File: src/rtl/out_uart_display.sv
// Output stage for the OUT instruction: latches the byte, shows it on two 7-segment
// digits and serialises it as UART 8N1 on tx, with busy/done/overrun handshake.
module out_uart_display #(
    parameter int CLKS_PER_BIT = 4,
    parameter int CNT_W        = 16
) (
    input  logic       clk,
    input  logic       rst_n,
    input  logic       load,
    input  logic [7:0] data_in,
    output logic [7:0] out_reg,
    output logic [6:0] led1,
    output logic [6:0] led2,
    output logic       tx,
    output logic       busy,
    output logic       done,
    output logic       overrun
);

    localparam logic [1:0] S_IDLE  = 2'd0;
    localparam logic [1:0] S_START = 2'd1;
    localparam logic [1:0] S_DATA  = 2'd2;
    localparam logic [1:0] S_STOP  = 2'd3;

    localparam logic [CNT_W-1:0] CNT_RELOAD = CNT_W'(CLKS_PER_BIT - 1);

    // Segment order {g,f,e,d,c,b,a}, active-high.
    function automatic logic [6:0] seg7(input logic [3:0] nib);
        case (nib)
            4'h0: seg7 = 7'b0111111;
            4'h1: seg7 = 7'b0000110;
            4'h2: seg7 = 7'b1011011;
            4'h3: seg7 = 7'b1001111;
            4'h4: seg7 = 7'b1100110;
            4'h5: seg7 = 7'b1101101;
            4'h6: seg7 = 7'b1111101;
            4'h7: seg7 = 7'b0000111;
            4'h8: seg7 = 7'b1111111;
            4'h9: seg7 = 7'b1101111;
            4'hA: seg7 = 7'b1110111;
            4'hB: seg7 = 7'b1111100;
            4'hC: seg7 = 7'b0111001;
            4'hD: seg7 = 7'b1011110;
            4'hE: seg7 = 7'b1111001;
            default: seg7 = 7'b1110001;
        endcase
    endfunction

    logic [1:0]       state_q,   state_d;
    logic [CNT_W-1:0] cnt_q,     cnt_d;
    logic [2:0]       bit_idx_q, bit_idx_d;
    logic [7:0]       shift_q,   shift_d;
    logic [7:0]       out_reg_q, out_reg_d;
    logic             tx_q,      tx_d;
    logic             busy_q,    busy_d;
    logic             done_q,    done_d;
    logic             overrun_q, overrun_d;
    logic             tick;

    always_comb begin
        state_d   = state_q;
        cnt_d     = cnt_q;
        bit_idx_d = bit_idx_q;
        shift_d   = shift_q;
        out_reg_d = out_reg_q;
        busy_d    = busy_q;
        done_d    = 1'b0;
        overrun_d = overrun_q | (load & (state_q != S_IDLE));
        tick      = (cnt_q == '0);

        case (state_q)
            S_IDLE: begin
                if (load) begin
                    out_reg_d = data_in;
                    shift_d   = data_in;
                    busy_d    = 1'b1;
                    state_d   = S_START;
                    cnt_d     = CNT_RELOAD;
                end
            end
            S_START: begin
                if (tick) begin
                    state_d   = S_DATA;
                    bit_idx_d = 3'd0;
                    cnt_d     = CNT_RELOAD;
                end else begin
                    cnt_d = cnt_q - 1'b1;
                end
            end
            S_DATA: begin
                if (tick) begin
                    cnt_d   = CNT_RELOAD;
                    shift_d = shift_q >> 1;
                    if (bit_idx_q == 3'd7) begin
                        state_d = S_STOP;
                    end else begin
                        bit_idx_d = bit_idx_q + 3'd1;
                    end
                end else begin
                    cnt_d = cnt_q - 1'b1;
                end
            end
            default: begin
                if (tick) begin
                    state_d = S_IDLE;
                    busy_d  = 1'b0;
                    done_d  = 1'b1;
                    cnt_d   = CNT_RELOAD;
                end else begin
                    cnt_d = cnt_q - 1'b1;
                end
            end
        endcase

        // tx is registered from the next state so it moves on the same edge as busy.
        case (state_d)
            S_START: tx_d = 1'b0;
            S_DATA:  tx_d = shift_d[0];
            default: tx_d = 1'b1;
        endcase
    end

    always_ff @(posedge clk or negedge rst_n) begin
        if (!rst_n) begin
            state_q   <= S_IDLE;
            cnt_q     <= '0;
            bit_idx_q <= 3'd0;
            shift_q   <= 8'h00;
            out_reg_q <= 8'h00;
            tx_q      <= 1'b1;
            busy_q    <= 1'b0;
            done_q    <= 1'b0;
            overrun_q <= 1'b0;
        end else begin
            state_q   <= state_d;
            cnt_q     <= cnt_d;
            bit_idx_q <= bit_idx_d;
            shift_q   <= shift_d;
            out_reg_q <= out_reg_d;
            tx_q      <= tx_d;
            busy_q    <= busy_d;
            done_q    <= done_d;
            overrun_q <= overrun_d;
        end
    end

    assign out_reg = out_reg_q;
    assign led1    = seg7(out_reg_q[3:0]);
    assign led2    = seg7(out_reg_q[7:4]);
    assign tx      = tx_q;
    assign busy    = busy_q;
    assign done    = done_q;
    assign overrun = overrun_q;

endmodule

File: config.mk
export PLATFORM = sky130hd
export DESIGN_NAME = out_uart_display
export DESIGN_NICKNAME = d
export VERILOG_FILES = /design/src/rtl/out_uart_display.sv
export SDC_FILE = /design/constraint.sdc
export NUM_CORES = 1
export LEC_CHECK = 0
export BUFFER_PORTS_ARGS = -buffer_cell sky130_fd_sc_hd__buf_2
export CORE_ASPECT_RATIO = 0.75
export CORE_MARGIN = 5
export CORE_UTILIZATION = 35
export DETAILED_ROUTE_END_ITERATION = 10
export PLACE_DENSITY = 0.62
export SLEW_MARGIN = 15
export SYNTH_ARGS = -nofsm -noshare
export SYNTH_HDL_FRONTEND = slang
export SYNTH_SLANG_ARGS = --single-unit
File: constraint.sdc
create_clock -name clk -period 6.8 [get_ports clk]
set_clock_uncertainty 0.05 [all_clocks]
set_input_delay 0.68 -clock clk [delete_from_list [all_inputs] [get_ports clk]]
set_output_delay 0.68 -clock clk [all_outputs]
set_load 0.05 [all_outputs]
# Word-level counts from Yosys, hierarchy flattened
# Memory sizes are Yosys's and may differ from the RTL's.
# Index checks and enable logic that the tools add are counted.
# Widths: inputs -> output; s select.
dict set report word_totals {
  mem_bits_ro 224
  in_bits 11
  reg_bits 41
  n_memories 2
  elab_cells 60
}
dict set report op_classes {
  add_sub_neg 2
  bitwise_logic 3
  mux 22
  n_reduce_logical 12
  eq_ne 9
}
# name words width read_ports rd_clocked_by_memory_dff write_ports line_no
set memory_table {}
lappend memory_table {{(name not given)} 16 7 1 0 0 29} ;# case (nib)
lappend memory_table {{(name not given)} 16 7 1 0 0 29}
# operator n
set op_table {}
lappend op_table {{$mux 16} 3}
lappend op_table {{$logic_not 16->1} 1}
lappend op_table {{$mux 8} 2}
lappend op_table {{$pmux 8 s2} 1}
lappend op_table {{$sub 16x1->16 const B} 1}
lappend op_table {{$mux 2} 5}
lappend op_table {{$mux 3} 3}
lappend op_table {{$ne 2x2->1 const B} 4}
lappend op_table {{$reduce_bool 2->1} 4}
lappend op_table {{$pmux 2 s3} 1}
lappend op_table {{$pmux 3 s2} 1}
lappend op_table {{$reduce_and 3->1} 2}
lappend op_table {{$eq 2x1->1 const B} 2}
lappend op_table {{$eq 2x2->1 const B} 2}
lappend op_table {{$mux 1} 4}
lappend op_table {{$pmux 1 s2} 2}
lappend op_table {{$reduce_and 4->1} 1}
lappend op_table {{$add 3x1->3 const B} 1}
lappend op_table {{$eq 3x3->1 const B} 1}
lappend op_table {{$reduce_or 3->1} 1}
lappend op_table {{$logic_not 2->1} 1}
lappend op_table {{$reduce_and 2->1} 1}
lappend op_table {{$reduce_or 2->1} 1}
lappend op_table {{$and 1x1->1} 1}
lappend op_table {{2 further kinds} 2}

# Longest topological paths before layout
dict set report depth {
  ltp_word 6
  depth_mapped 10
  depth_no_buf 8
}

# Worst setup path after synthesis
# OpenSTA, ideal clock, no wires.
dict set report synth_timing {
  path_kind {flip-flop to output port}
  from {register out_reg_q[5], in the netlist out_reg[5]}
  to {output led2[5]}
  slack_ps 3950
  arrival_ps 2120
  t_required_ps 6070
  path_buffers 0
  stages_incl_launch_ff 5
  cell_sequence {dfrtp_1 inv_1 ha_1 nor2_1 o21ai_0}
}
dict set report synth_between {
  elab_chain_cells 1
}
# element line_no
set synth_rtl {}
lappend synth_rtl {{start: declaration} 53} ;# logic [7:0] out_reg_q, out_reg_d;
lappend synth_rtl {{start signal: assignment} 139} ;# out_reg_q <= out_reg_d;
lappend synth_rtl {{$mem_v2 16x7} -}
lappend synth_rtl {{end: declaration} 13} ;# output logic [6:0] led2,
# Every way passes these cells.

# Worst setup path in the final report
dict set report layout_timing {
  from {register state_q[0]}
  to {register tx_q, in the netlist tx}
}
dict set report layout_between {
  elab_cells_between_ends 13
}
# element line_no
set layout_lines {}
lappend layout_lines {{start: declaration} 49} ;# logic [1:0] state_q, state_d;
lappend layout_lines {{start signal: assignment} 135} ;# state_q <= state_d;
lappend layout_lines {{$eq 2x2->1 (tied with other cells)} 71} ;# case (state_q)
lappend layout_lines {{$pmux 2 s3 (*)} 71}
lappend layout_lines {{named net state_d[1]} 49}
lappend layout_lines {{$eq 2x2->1 / $eq 2x1->1 (equally long branches)} 116} ;# case (state_d)
lappend layout_lines {{$pmux 1 s2 (*)} 116}
lappend layout_lines {{named net tx_d} 54} ;# logic tx_q, tx_d;
lappend layout_lines {{end signal: assignment} 140} ;# tx_q <= tx_d;
lappend layout_lines {{end: declaration} 54}
# The timed path passes the listed nets; every way through them passes the cells marked *.
# A chain may end at the register's enable or synchronous reset.

==> flow_summary.toml <==
[yosys]
async_flop_share = 1.00
syn-num-nets = 318
ys_ff_latch = 41
postSynthCellCount = 284
avgSynthCellArea_um2 = 9.13
seq_area_frac_synth = 0.396
ys_types = 46
yosys.area.top_type = "dfrtp_1"
yosysWarnings = 0
synth_area_um2 = 2590
synth_area_leaders = "dfrtp_1 39%, ha_1 11%, o21ai_0 5.0%"
ys.flop_type = "dfrtp_1"
synth_edf_count = 0
synth_top_area_frac = 0.386

[worst_setup_path]
required_ns = 6.98
critPathLaunchType = "flip-flop"
critical_path.max_fanout = 20
arrival_ns = 3.11
path_class = "reg -> reg"
critPathCaptureType = "flip-flop"

[sta]
period_needed_ns = 2.94
worst_slew_pin_slew_ns = 0.908
finalSetupTns_ns = 0
slew_violations = 0
slew_headroom = 0.395
rsz0062_at_grt = "no"
hold_violations = 0
fmax_mhz = 340
min_period_over_period = 0.432
setup_viol = 0

[clocking]
cts_hold_buf = 0
root_buffer = "clkbuf_8"
cts_setup_buffers = 0
clock_latency_ns = 0.29
tritoncts = "done"
clockBufferDepth = 2
path_clk_slew_ns = 0.09
clock_sinks = 41
cts_resized = 0
cts-buffers-inserted = 5
h-tree-depth = 2

[floorplan]
coreArea_um2 = 7260
fp.dieH_um = 84.5
dieWidth_um = 109
die_area_um2 = 9250
rows = 27
initial_core_util = 0.357
ios = 37

[global_routing]
grt_busiest_layer = "met2"
grt_pass1_vias = 2033
grt_use_met3 = 0.0292
grt_util_met1 = 0.176
antenna_found_initial = 0
grt_usage = 0.125
grtUsageMet2 = 0.197
grt_pass1_wl_mm = 9.53
grt_overflow_total = 0
grt_max_degree = 42

[routing]
vias_per_cell = 5.10
ant_nets = 0
drc = 0
vias = 2117
drt_first_pass_iters = 4
drtIter0Drc = 90
wirelength_mm = 5.57
wl_per_cell_um = 13.4

[placement]
globalplace.congestion = 0.793
dp_cells = 407
place_area_um2 = 2840
dp_hpwl_mm = 4.16
port_buffers = 36

[final_layout]
area_growth_pct = 13.4
instances_no_fill = 415
final_cell_mix = "40 x dfrtp_1, 36 x buf_2, 26 x o21ai_0, 26 x nor2_1, 25 x a21oi_1"
finalNetCount = 347
diodes = 0
largest_reg_flops = 16
drive_above_1_share = 0.197
final_common_cell = "dfrtp_1"
fin_area_um2 = 2940

[run]
cap_violations = 0

[pwr]
vdd_drop_max_mv = 0.120
power_density_nw_per_um2 = 145
power.total_uw = 425
p_leak_nw = 1.36

[min_path]
hold_path.class = "reg -> reg"

[outcome]
status = "complete, no violations"
## final cells by class
class / instances / area [µm²]
Clock inverter: 2 / 13.8
Tap cell: 101 / 126
Timing Repair Buffer: 36 / 180
Sequential cell: 41 / 1030
Multi-Input combinational cell: 209 / 1430
Inverter: 20 / 75.1
Clock buffer: 6 / 82.6
Fill cell: 744 / 4320
## worst max-delay path, cell delays in order (launching register included)
cell and delay (ns):
dfrtp_1 0.46, inv_1 0.13, ha_1 0.55, inv_1 0.14, nor2_1 0.63, or4_1 0.20
o21ai_0 0.07, a211oi_1 0.26, mux2_2 0.38
## worst paths after layout
kind | end | from | slack (ns) | depth (start not counted)
hold reg to reg | cnt_q[6]$_DFFE_PN0P_ | cnt_q[6]$_DFFE_PN0P_ | 0.44 | 1
hold / removal | cnt_q[6]$_DFFE_PN0P_ | cnt_q[6]$_DFFE_PN0P_ | 0.44 | 1
setup / recovery | tx$_DFF_PN1_ | state_q[0]$_DFF_PN0_ | 3.86 | 8
max in group asynchronous | cnt_q[1]$_DFFE_PN0P_ | rst_n | 5.66 | 1
setup reg to reg | tx$_DFF_PN1_ | state_q[0]$_DFF_PN0_ | 3.86 | 8
min in group asynchronous | done$_DFF_PN0_ | rst_n | 0.46 | 1
## report_power, final
group | switching [mW] | leakage [nW] | total (mW) | internal (mW)
registers | 0.000871 | 0.491 | 0.246 | 0.245
clock network | 0.0860 | 0.0512 | 0.168 | 0.0823
logic | 0.00756 | 0.821 | 0.0109 | 0.00329
total | 0.0944 | 1.36 | 0.425 | 0.331
## cell families (layout without fill, tap and decap cells)
family,count (synthesis),after routing,synth area share
adder cells (fa/ha/maj),23,23,0.111
AND/OR/NAND/NOR,85,85,0.174
buffers and inverters,34,64,0.0507
flip-flops,41,41,0.396
XOR/XNOR,1,1,0.00338
AO/OA/AOI/OAI,93,93,0.226
multiplexers,7,7,0.0391
## layer usage
layer / vias to the layer above / share of wire
met4: 0 / 0.0023
met2: 31 / 0.47
li1: 1065 / -
met1: 1019 / 0.49
met3: 2 / 0.043
met5: - / 0
## synth_stat cells, types with 3 or more instances
| library cell | count |
|---|---|
| a211oi_1 | 3 |
| a21o_1 | 12 |
| a21oi_1 | 25 |
| a22o_1 | 7 |
| a22oi_1 | 7 |
| and3_1 | 7 |
| buf_2 | 3 |
| clkbuf_1 | 10 |
| dfrtp_1 | 40 |
| ha_1 | 23 |
| inv_1 | 20 |
| mux2_2 | 5 |
| nand2_1 | 20 |
| nand2b_1 | 3 |
| nand3_1 | 3 |
| nor2_1 | 26 |
| nor2b_1 | 5 |
| nor3_1 | 3 |
| nor4_1 | 3 |
| o21ai_0 | 26 |
| o31ai_1 | 3 |
## through the flow
step	setup slack, ns	hold slack (ns)	utilization
2_1_floorplan	3.95	0.334	-
3_3_place_gp	3.98	0.427	0.391
3_5_place_dp	3.85	0.432	0.391
4_1_cts	3.84	0.444	0.405
5_1_grt	3.57	0.465	0.405
6_report	3.86	0.441	0.405
Power figures use the tool's default switching activity.
